## config.mk

```make
export PLATFORM = sky130hd
export DESIGN_NAME = if_fetch_unit
export DESIGN_NICKNAME = d
export VERILOG_FILES = /design/src/rtl/rv_fetch_pkg.sv /design/src/rtl/fetch_fifo.sv /design/src/rtl/if_fetch_unit.sv
export SDC_FILE = /design/constraint.sdc
export NUM_CORES = 1
export LEC_CHECK = 0
export ABC_AREA = 1
export CORE_ASPECT_RATIO = 0.8
export CORE_MARGIN = 2
export CORE_UTILIZATION = 55
export DETAILED_ROUTE_END_ITERATION = 6
export PLACE_DENSITY = 0.75
export SYNTH_ARGS = -nofsm -noshare
export SYNTH_HDL_FRONTEND = slang
export SYNTH_SLANG_ARGS = --single-unit
```

## constraint.sdc

```tcl
create_clock -name clk -period 2.87 [get_ports clk]
set_input_delay 0.861 -clock clk [delete_from_list [all_inputs] [get_ports clk]]
set_output_delay 0.861 -clock clk [all_outputs]
set_load 0.1 [all_outputs]
```

## src/rtl/rv_fetch_pkg.sv

```systemverilog
// ---------------------------------------------------------------------------
// rv_fetch_pkg
//   Types and constants shared by the instruction fetch unit and its buffer.
//   - XLEN          : PC / address width
//   - NOP_INST      : instruction shown to decode when nothing is buffered
//   - INST_BYTES    : size of one fetch (sequential PC increment)
//   - fetch_entry_t : one buffered instruction together with its PC
//   - fetch_state_e : fetch FSM states
//   - pc_align      : clears the low address bits of a fetch target
// ---------------------------------------------------------------------------
package rv_fetch_pkg;

    localparam int          XLEN       = 64;
    localparam logic [31:0] NOP_INST   = 32'h0000_0013;
    localparam int          INST_BYTES = 4;

    typedef struct packed {
        logic [31:0]     inst;
        logic [XLEN-1:0] pc;
    } fetch_entry_t;

    typedef enum logic {
        S_IDLE = 1'b0,
        S_RUN  = 1'b1
    } fetch_state_e;

    // Force a fetch target onto an instruction boundary.
    function automatic logic [XLEN-1:0] pc_align(input logic [XLEN-1:0] pc);
        return pc & ~(XLEN'(INST_BYTES - 1));
    endfunction

endpackage

```

## src/rtl/fetch_fifo.sv

```systemverilog
// ---------------------------------------------------------------------------
// fetch_fifo
//   Synchronous FIFO holding fetched instructions.
//   Ports:
//     clk, rst_n    : clock, asynchronous active-low reset
//     flush_i       : empty the FIFO (wins over a push in the same cycle)
//     push_i        : write push_data_i at the tail
//     push_data_i   : entry to write
//     pop_i         : drop the head entry (ignored when empty)
//     count_o       : number of valid entries
//     head_o        : oldest entry (undefined content when count_o == 0)
// ---------------------------------------------------------------------------
module fetch_fifo #(
    parameter int DEPTH = 4,
    parameter int WIDTH = 96
) (
    input  logic                       clk,
    input  logic                       rst_n,
    input  logic                       flush_i,
    input  logic                       push_i,
    input  logic [WIDTH-1:0]           push_data_i,
    input  logic                       pop_i,
    output logic [$clog2(DEPTH+1)-1:0] count_o,
    output logic [WIDTH-1:0]           head_o
);

    localparam int PTR_W = $clog2(DEPTH);
    localparam int CNT_W = $clog2(DEPTH + 1);
    localparam logic [CNT_W-1:0] FULL_CNT = CNT_W'(DEPTH);

    logic [WIDTH-1:0] mem_q [DEPTH];
    logic [PTR_W-1:0] wr_ptr_q;
    logic [PTR_W-1:0] rd_ptr_q;
    logic [CNT_W-1:0] count_q;
    logic             do_push_s;
    logic             do_pop_s;

    // Qualify push/pop: a full FIFO still accepts a push when it pops in the same cycle.
    always_comb begin
        do_pop_s  = pop_i && (count_q != '0);
        do_push_s = push_i && ((count_q != FULL_CNT) || do_pop_s);
    end

    // Storage, pointers and occupancy; pointers wrap naturally because DEPTH is a power of 2.
    always_ff @(posedge clk or negedge rst_n) begin
        if (!rst_n) begin
            wr_ptr_q <= '0;
            rd_ptr_q <= '0;
            count_q  <= '0;
            for (int i = 0; i < DEPTH; i++) begin
                mem_q[i] <= '0;
            end
        end else if (flush_i) begin
            wr_ptr_q <= '0;
            rd_ptr_q <= '0;
            count_q  <= '0;
        end else begin
            if (do_push_s) begin
                mem_q[wr_ptr_q] <= push_data_i;
                wr_ptr_q        <= wr_ptr_q + PTR_W'(1);
            end
            if (do_pop_s) begin
                rd_ptr_q <= rd_ptr_q + PTR_W'(1);
            end
            count_q <= count_q + CNT_W'(do_push_s) - CNT_W'(do_pop_s);
        end
    end

    assign count_o = count_q;
    assign head_o  = mem_q[rd_ptr_q];

endmodule

```

## src/rtl/if_fetch_unit.sv

```systemverilog
// ---------------------------------------------------------------------------
// if_fetch_unit
//   Instruction fetch stage with a prefetch buffer in front of decode.
//   Issues sequential 4-byte fetches to a variable-latency, in-order imem,
//   buffers returned words with their PC and hands them to decode over
//   valid/ready. A redirect flushes the buffer and discards every response
//   that belongs to requests issued before (or in) the redirect cycle.
//   Ports:
//     clk, rst                        : clock, asynchronous active-low reset
//     imem_req_valid/ready/addr       : fetch request channel
//     imem_rsp_valid/data             : in-order instruction return
//     redirect_valid/pc               : restart fetch at a new target
//     inst_valid/ready, inst, inst_pc : buffered instruction to decode
// ---------------------------------------------------------------------------
module if_fetch_unit
    import rv_fetch_pkg::*;
#(
    parameter int              FIFO_DEPTH = 4,
    parameter logic [XLEN-1:0] RESET_PC   = 64'h0000_0000_8000_0000
) (
    input  logic            clk,
    input  logic            rst,
    output logic            imem_req_valid,
    input  logic            imem_req_ready,
    output logic [XLEN-1:0] imem_req_addr,
    input  logic            imem_rsp_valid,
    input  logic [31:0]     imem_rsp_data,
    input  logic            redirect_valid,
    input  logic [XLEN-1:0] redirect_pc,
    output logic            inst_valid,
    input  logic            inst_ready,
    output logic [31:0]     inst,
    output logic [XLEN-1:0] inst_pc
);

    localparam int CNT_W = $clog2(FIFO_DEPTH + 1);
    localparam int SUM_W = CNT_W + 1;
    localparam logic [XLEN-1:0] PC_STEP = XLEN'(INST_BYTES);

    fetch_state_e    state_q, state_d;
    logic [XLEN-1:0] fetch_pc_q, fetch_pc_d;
    logic [XLEN-1:0] rsp_pc_q, rsp_pc_d;
    logic [CNT_W-1:0] outstanding_q, outstanding_d;
    logic [CNT_W-1:0] drop_cnt_q, drop_cnt_d;

    logic [CNT_W-1:0] fifo_count_s;
    logic [SUM_W-1:0] credit_used_s;
    fetch_entry_t     head_s;
    fetch_entry_t     push_entry_s;
    logic             req_hs_s;
    logic             rsp_keep_s;
    logic             pop_s;

    // Handshakes and outputs. Buffer slots are reserved at request time, so
    // a returning response can never find the FIFO full.
    always_comb begin
        credit_used_s  = SUM_W'(outstanding_q) + SUM_W'(fifo_count_s);
        imem_req_valid = (state_q == S_RUN) && (credit_used_s < SUM_W'(FIFO_DEPTH));
        imem_req_addr  = fetch_pc_q;
        req_hs_s       = imem_req_valid && imem_req_ready;
        rsp_keep_s     = imem_rsp_valid && (drop_cnt_q == '0) && !redirect_valid;
        inst_valid     = (fifo_count_s != '0);
        pop_s          = inst_valid && inst_ready;
        push_entry_s.inst = imem_rsp_data;
        push_entry_s.pc   = rsp_pc_q;
        if (inst_valid) begin
            inst    = head_s.inst;
            inst_pc = head_s.pc;
        end else begin
            inst    = NOP_INST;
            inst_pc = '0;
        end
    end

    // Next-state for the FSM, PCs and request bookkeeping.
    always_comb begin
        case (state_q)
            S_IDLE:  state_d = S_RUN;
            S_RUN:   state_d = S_RUN;
            default: state_d = S_IDLE;
        endcase

        outstanding_d = outstanding_q + CNT_W'(req_hs_s) - CNT_W'(imem_rsp_valid);

        if (redirect_valid) begin
            fetch_pc_d = pc_align(redirect_pc);
            rsp_pc_d   = pc_align(redirect_pc);
            // Everything still owed by imem after this cycle belongs to the old stream.
            drop_cnt_d = outstanding_d;
        end else begin
            if (req_hs_s) begin
                fetch_pc_d = fetch_pc_q + PC_STEP;
            end else begin
                fetch_pc_d = fetch_pc_q;
            end
            if (rsp_keep_s) begin
                rsp_pc_d = rsp_pc_q + PC_STEP;
            end else begin
                rsp_pc_d = rsp_pc_q;
            end
            if (imem_rsp_valid && (drop_cnt_q != '0)) begin
                drop_cnt_d = drop_cnt_q - CNT_W'(1);
            end else begin
                drop_cnt_d = drop_cnt_q;
            end
        end
    end

    // FSM state and fetch bookkeeping registers.
    always_ff @(posedge clk or negedge rst) begin
        if (!rst) begin
            state_q       <= S_IDLE;
            fetch_pc_q    <= RESET_PC;
            rsp_pc_q      <= RESET_PC;
            outstanding_q <= '0;
            drop_cnt_q    <= '0;
        end else begin
            state_q       <= state_d;
            fetch_pc_q    <= fetch_pc_d;
            rsp_pc_q      <= rsp_pc_d;
            outstanding_q <= outstanding_d;
            drop_cnt_q    <= drop_cnt_d;
        end
    end

    fetch_fifo #(
        .DEPTH (FIFO_DEPTH),
        .WIDTH ($bits(fetch_entry_t))
    ) u_fetch_fifo (
        .clk         (clk),
        .rst_n       (rst),
        .flush_i     (redirect_valid),
        .push_i      (rsp_keep_s),
        .push_data_i (push_entry_s),
        .pop_i       (pop_s),
        .count_o     (fifo_count_s),
        .head_o      (head_s)
    );

endmodule
```

* Word level (Yosys, flattened, before mapping)
Cells that the tools add are included.
** Word-level totals
- Word-level logic and storage cells :: 69
- Bits of input ports :: 102
- Register bits :: 526
- Output and inout bits :: 162
** Operators by class
- Order comparisons :: 4
- Reduce and logical (&&, ||, !) cells :: 20
- Muxes and demuxes :: 19
- Equality and inequality tests :: 1
- Add/sub/neg operators :: 10
- Bitwise logic cells :: 3
** Operator list (count)
- $bwmux W384 :: 1
- $mux W64 :: 5
- $mux W96 :: 3
- $bmux W96 S2 :: 1
- $demux W96 S2 :: 1
- $add A64 B3 Y64 const B :: 2
- $mux W32 :: 1
- $reduce_bool A2 Y1 :: 5
- $logic_and A1 B1 Y1 :: 9
- $mux W3 :: 3
- $mux W2 :: 4
- $add A3 B1 Y3 :: 2
- $ge A3 B3 Y1 const B :: 2
- $not A2 Y3 :: 2
- $reduce_bool A3 Y1 :: 2
- $sub A3 B1 Y3 :: 2
- $add A2 B1 Y2 const B :: 2
- $add A3 B3 Y4 :: 1
- $lt A4 B3 Y1 const B :: 1
- $logic_not A3 Y1 :: 1
- $lt A3 B1 Y1 const B :: 1
- $ne A3 B3 Y1 const B :: 1
- $sub A3 B1 Y3 const B :: 1
- $reduce_and A2 Y1 :: 1
- other kinds (3) :: 3

* Depth between registers and ports, before layout
- Depth after elaboration :: 8
- Mapped depth :: 14
- Gate-level depth less buffers :: 13

* Hierarchy
Synthesis repeated with hierarchy kept, for this count alone.
** Unflattened totals
- Cell total of the unflattened synthesis :: 4100
- Area total of the unflattened synthesis :: 29510.8 um^2
** Modules (own cells, without submodules)
- fetch_fifo :: area each 18809.3 um^2, cells an instance 2305, times used 1
- if_fetch_unit :: area each 10701.5 um^2, cells an instance 1795, times used 1

* Worst setup path before layout
Ideal clock, no wire load.
- Path kind :: register -> output
- From :: register u_fetch_fifo.rd_ptr_q[0]
- To :: output port inst[0]
- Arrival time :: 3286 ps
- Cell stages (with the launch flop) :: 7
- Required time :: 2009 ps
- Setup slack :: -1277 ps
- Path buffers :: 3
- Path through :: dfrtp_1 inv_2 buf_2 buf_2 clkbuf_1 a21oi_1 o21ai_0
** On the way
- Longest elaborated chain between the ends :: 5
** Ends and longest elaborated chain
- from (decl) :: RTL line fetch_fifo.sv:33 : logic [PTR_W-1:0] rd_ptr_q;
- from (signal assigned) :: RTL line fetch_fifo.sv:63 : rd_ptr_q <= rd_ptr_q + PTR_W'(1);
- $not A2 Y3 (not written as such) :: RTL line fetch_fifo.sv:70 : assign head_o = mem_q[rd_ptr_q];
- $bmux W96 S2 :: RTL line fetch_fifo.sv:70
- $mux W96 (not written as such) (2 in a row) :: RTL line fetch_fifo.sv:70
- $mux W32 :: RTL line if_fetch_unit.sv:66 : if (inst_valid) begin
- to (decl) :: RTL line if_fetch_unit.sv:32 : output logic [31:0] inst,
No other way between the ends. The select of a mux whose other input is x is not followed.

* Worst setup path after layout
- From :: register u_fetch_fifo.rd_ptr_q[0]
- To :: output port inst_pc[5]
** On the way
- Longest elaborated chain between the ends :: 5
** Ends and longest elaborated chain
- $not A2 Y3 (not written as such) :: RTL line fetch_fifo.sv:70
- $bmux W96 S2 :: RTL line fetch_fifo.sv:70
- $mux W96 (not written as such) (2 in a row) :: RTL line fetch_fifo.sv:70
- $mux W64 :: RTL line if_fetch_unit.sv:66
- to (decl) :: RTL line if_fetch_unit.sv:33 : output logic [XLEN-1:0] inst_pc
No other way between the ends. The select of a mux whose other input is x is not followed.

==> impl_metrics.csv <==
group,metric,value,unit
outcome,outcome,"finished with violations",
outcome,violations,"design-rule violations, negative setup slack",
global_route,grtUsageMet3,0.0716,
pwr,p_leak,15.4,nW
clock_tree,htreeDepth,2,
pwr,power_density,1070,nW/um2
die,start_util,0.561,
synthesis,ys_seq_elements,514,
timing,fin_ws,-0.293,ns
die,core,48600,um2
min_path,hold_path_class,"in2async",
route,drt_first_pass_iters,7,
critical_path,critPathCaptureType,"primary output",
pwr,ir_drop,0.00110,V
placement,portBuffers,257,
job,maxCapViolCount,0,
critical_path,crit_required,2.01,ns
timing,finalHoldViolCount,0,
critical_path,startpoint,"u_fetch_fifo.rd_ptr_q[0]$_DFFE_PN0P_",
critical_path,path_class,"reg2out",
route,totalWireLength,93700,um
die,row_count,72,
critical_path,critical-path-top-delay-family,"buffers and inverters",
critical_path,reg2reg_slack,0.18,ns
synthesis,yosys.cell_types.count,50,
critical_path,slowest_delay,0.57,ns
global_route,grt_pass1_wl,144000,um
pwr,p_total,37.0,mW
synthesis,yosysTopAreaCell,"dfrtp_1",
timing,max_freq,316,MHz
synthesis,yosysSeqAreaShare,0.471,
placement,dp.final_hpwl,66400,um
critical_path,path_depth,5,
synthesis,yosysWarnings,0,
route,ant_nets,0,
global_route,antenna_found_initial,1,
timing,relSlewSlack,0.558,
route,first_iter_violations,2884,
clock_tree,insertion_delay,0.63,ns
route,drcViolationCount,4,
global_route,use_met2,0.547,
critical_path,timing.rr.start,"u_fetch_fifo.count_o[2]$_DFF_PN0_",
cells_and_area,synthToLayoutAreaGrowth,26.5,%
synthesis,synthFlopType,"dfrtp_1",
global_route,top_usage_layer,"met2",
route,routedWlPerCell,21.6,um
critical_path,cp_num_buf_inv,3,
global_route,overflow,0,
timing,rsz0062_at_grt,"true",
cells_and_area,final_util,0.710,
die,die_h,203,um
timing,worst_pin_slew,0.658,ns
die,ioPinCount,264,
clock_tree,cts_buffers,51,
critical_path,worstPathMaxFanout,39,
synthesis,netlist_top_cells_area,"dfrtp_1 (47%), nand2_1 (11%), o21ai_0 (8.2%)",
synthesis,yosysMostFrequentCell,"nand2_1",
critical_path,crit_chain,"inv_8 > buf_16 > o21ai_0 > a21oi_2 > buf_12",
clock_tree,clk_pin_slew,0.06,ns
clock_tree,hold_buffers,0,
critical_path,r2r-end,"drop_cnt_q[2]$_DFFE_PN0P_",
synthesis,ys_top_cells_by_count,"nand2_1 (765), dfrtp_1 (512), o21ai_0 (449)",
timing,setup_viol,95,
timing,fin_skew,0.0310,ns
critical_path,reg2reg_depth,13,
timing,fin_crit,3.16,ns
global_route,grt_pass1_vias,24600,
clock_tree,cts_tree,"built",
clock_tree,cts.path.max_buffers,3,
critical_path,critPathSlowestCell,"dfrtp_4",
global_route,use_met1,0.531,
cells_and_area,drive_gt1_frac,0.160,
synthesis,syn_inst,3447,
critical_path,worst_setup_path_start_kind,"flop",
synthesis,synth.avg_cell_area,7.92,um2
timing,fin_hold_ws,0.203,ns
timing,fin_crit_sh,1.10,
route,vias,25800,
critical_path,critPathCapture,"inst_pc[5]",
route,vias_per_cell,5.95,
global_route,grt_max_degree,91,
synthesis,synth-edff-count,0,
synthesis,async_reset_ff_frac,1.00,
placement,gp_congestion,1.07,
synthesis,synth_top_cell_area_share,0.469,
synthesis,syn-cell-area,27300,um2
placement,pre_cts_slack,-0.00529,ns
die,die_x,253,um
clock_tree,cts_root_buf,"clkbuf_16",
cells_and_area,final_nets,3790,
cells_and_area,diodes,0,
die,die-area,51400,um2
clock_tree,cts.sinks,514,
timing,final-max-slew-violation-count,0,
global_route,grt_usage,0.362,
critical_path,cp.arrival,2.30,ns
state kept, by name, indices dropped and copies added, names as in the netlist:
signal,count
imem_req_addr,62
outstanding_q,3
u_fetch_fifo.wr_ptr_q,2
u_fetch_fifo.mem_q,376
u_fetch_fifo.count_o,3
drop_cnt_q,3
u_fetch_fifo.rd_ptr_q,2
state_q,1
rsp_pc_q,62
power by group:
part | switching, mW | total (mW) | internal [mW]
Combinational | 13.5 | 19.9 | 6.45
Clock | 2.99 | 7.07 | 4.08
Sequential | 1.28 | 10.0 | 8.73
Total | 17.7 | 37.0 | 19.3
what timing repair did:
action	CTS	global route
gates resized for setup	35	19
pin swaps	7	10
buffers inserted	3	0
cloned	2	2
endpoints found under the setup margin	95	96
layout by cell type, fill, tap and decap left out, drive strengths merged, types with 3 or more instances in the layout:
cell type,count
nand4,48
nand3,159
bufinv,3
inv,408
o21bai,4
dfrtp,512
nor2,241
xnor2,7
clkinv,10
clkbuf,82
nand3b,4
o211ai,24
nor3,35
o21a,82
o221ai,6
a21oi,314
nand2,772
mux2,106
conb,5
o21ai,456
xor2,32
buf,270
ha,14
clkdlybuf4s50,97
a31oi,5
logic make-up after synthesis:
kind of cell,synth area share
simple gates,0.196
other cells,0.000275
buf+inv,0.0925
xor+xnor,0.0125
flops,0.471
compound gates,0.176
fa+ha+maj,0.00788
mux,0.0437
metal layers:
metal / share of wire / up-vias
met1: 0.43 / 12600
met2: 0.45 / 1354
met3: 0.099 / 177
li1: - / 11700
met5: 0.00014 / -
met4: 0.029 / 2
layout make-up:
| cell class | instances | area [um2] |
|---|---|---|
| clock buffers | 81 | 1590 |
| clock inverters | 13 | 186 |
| fillers | 3737 | 14100 |
| inverters | 409 | 1540 |
| multi-input cells | 2328 | 12800 |
| flip-flops and latches | 514 | 12900 |
| well taps | 629 | 787 |
| repair buffers | 368 | 4780 |
worst min path at each step:
stage | startpoint | end | slack (ns) | cells past startpoint
6_report | rst | u_fetch_fifo.mem_q[168]$_DFFE_PN0P_ | 0.20 | 1
5_1_grt | rst | u_fetch_fifo.mem_q[64]$_DFFE_PN0P_ | 0.22 | 1
4_1_cts | rst | u_fetch_fifo.mem_q[64]$_DFFE_PN0P_ | 0.21 | 1
3_5_place_dp | u_fetch_fifo.mem_q[93]$_DFFE_PN0P_ | u_fetch_fifo.mem_q[93]$_DFFE_PN0P_ | 0.47 | 1
3_3_place_gp | u_fetch_fifo.mem_q[79]$_DFFE_PN0P_ | u_fetch_fifo.mem_q[79]$_DFFE_PN0P_ | 0.46 | 1
2_1_floorplan | u_fetch_fifo.mem_q[36]$_DFFE_PN0P_ | u_fetch_fifo.mem_q[36]$_DFFE_PN0P_ | 0.45 | 1
through the flow:
step / instance area [um2] / instances / TNS [ns]
5_1_grt: 34500 / 4342 / -25.89
2_1_floorplan: 28100 / 3450 / -6.42
3_3_place_gp: 32500 / 4241 / 0
3_5_place_dp: 32500 / 4241 / -0.00529
4_1_cts: 34500 / 4340 / -18.83
6_report: 34500 / 4342 / -19.68
Power figures use the tool's default switching activity.
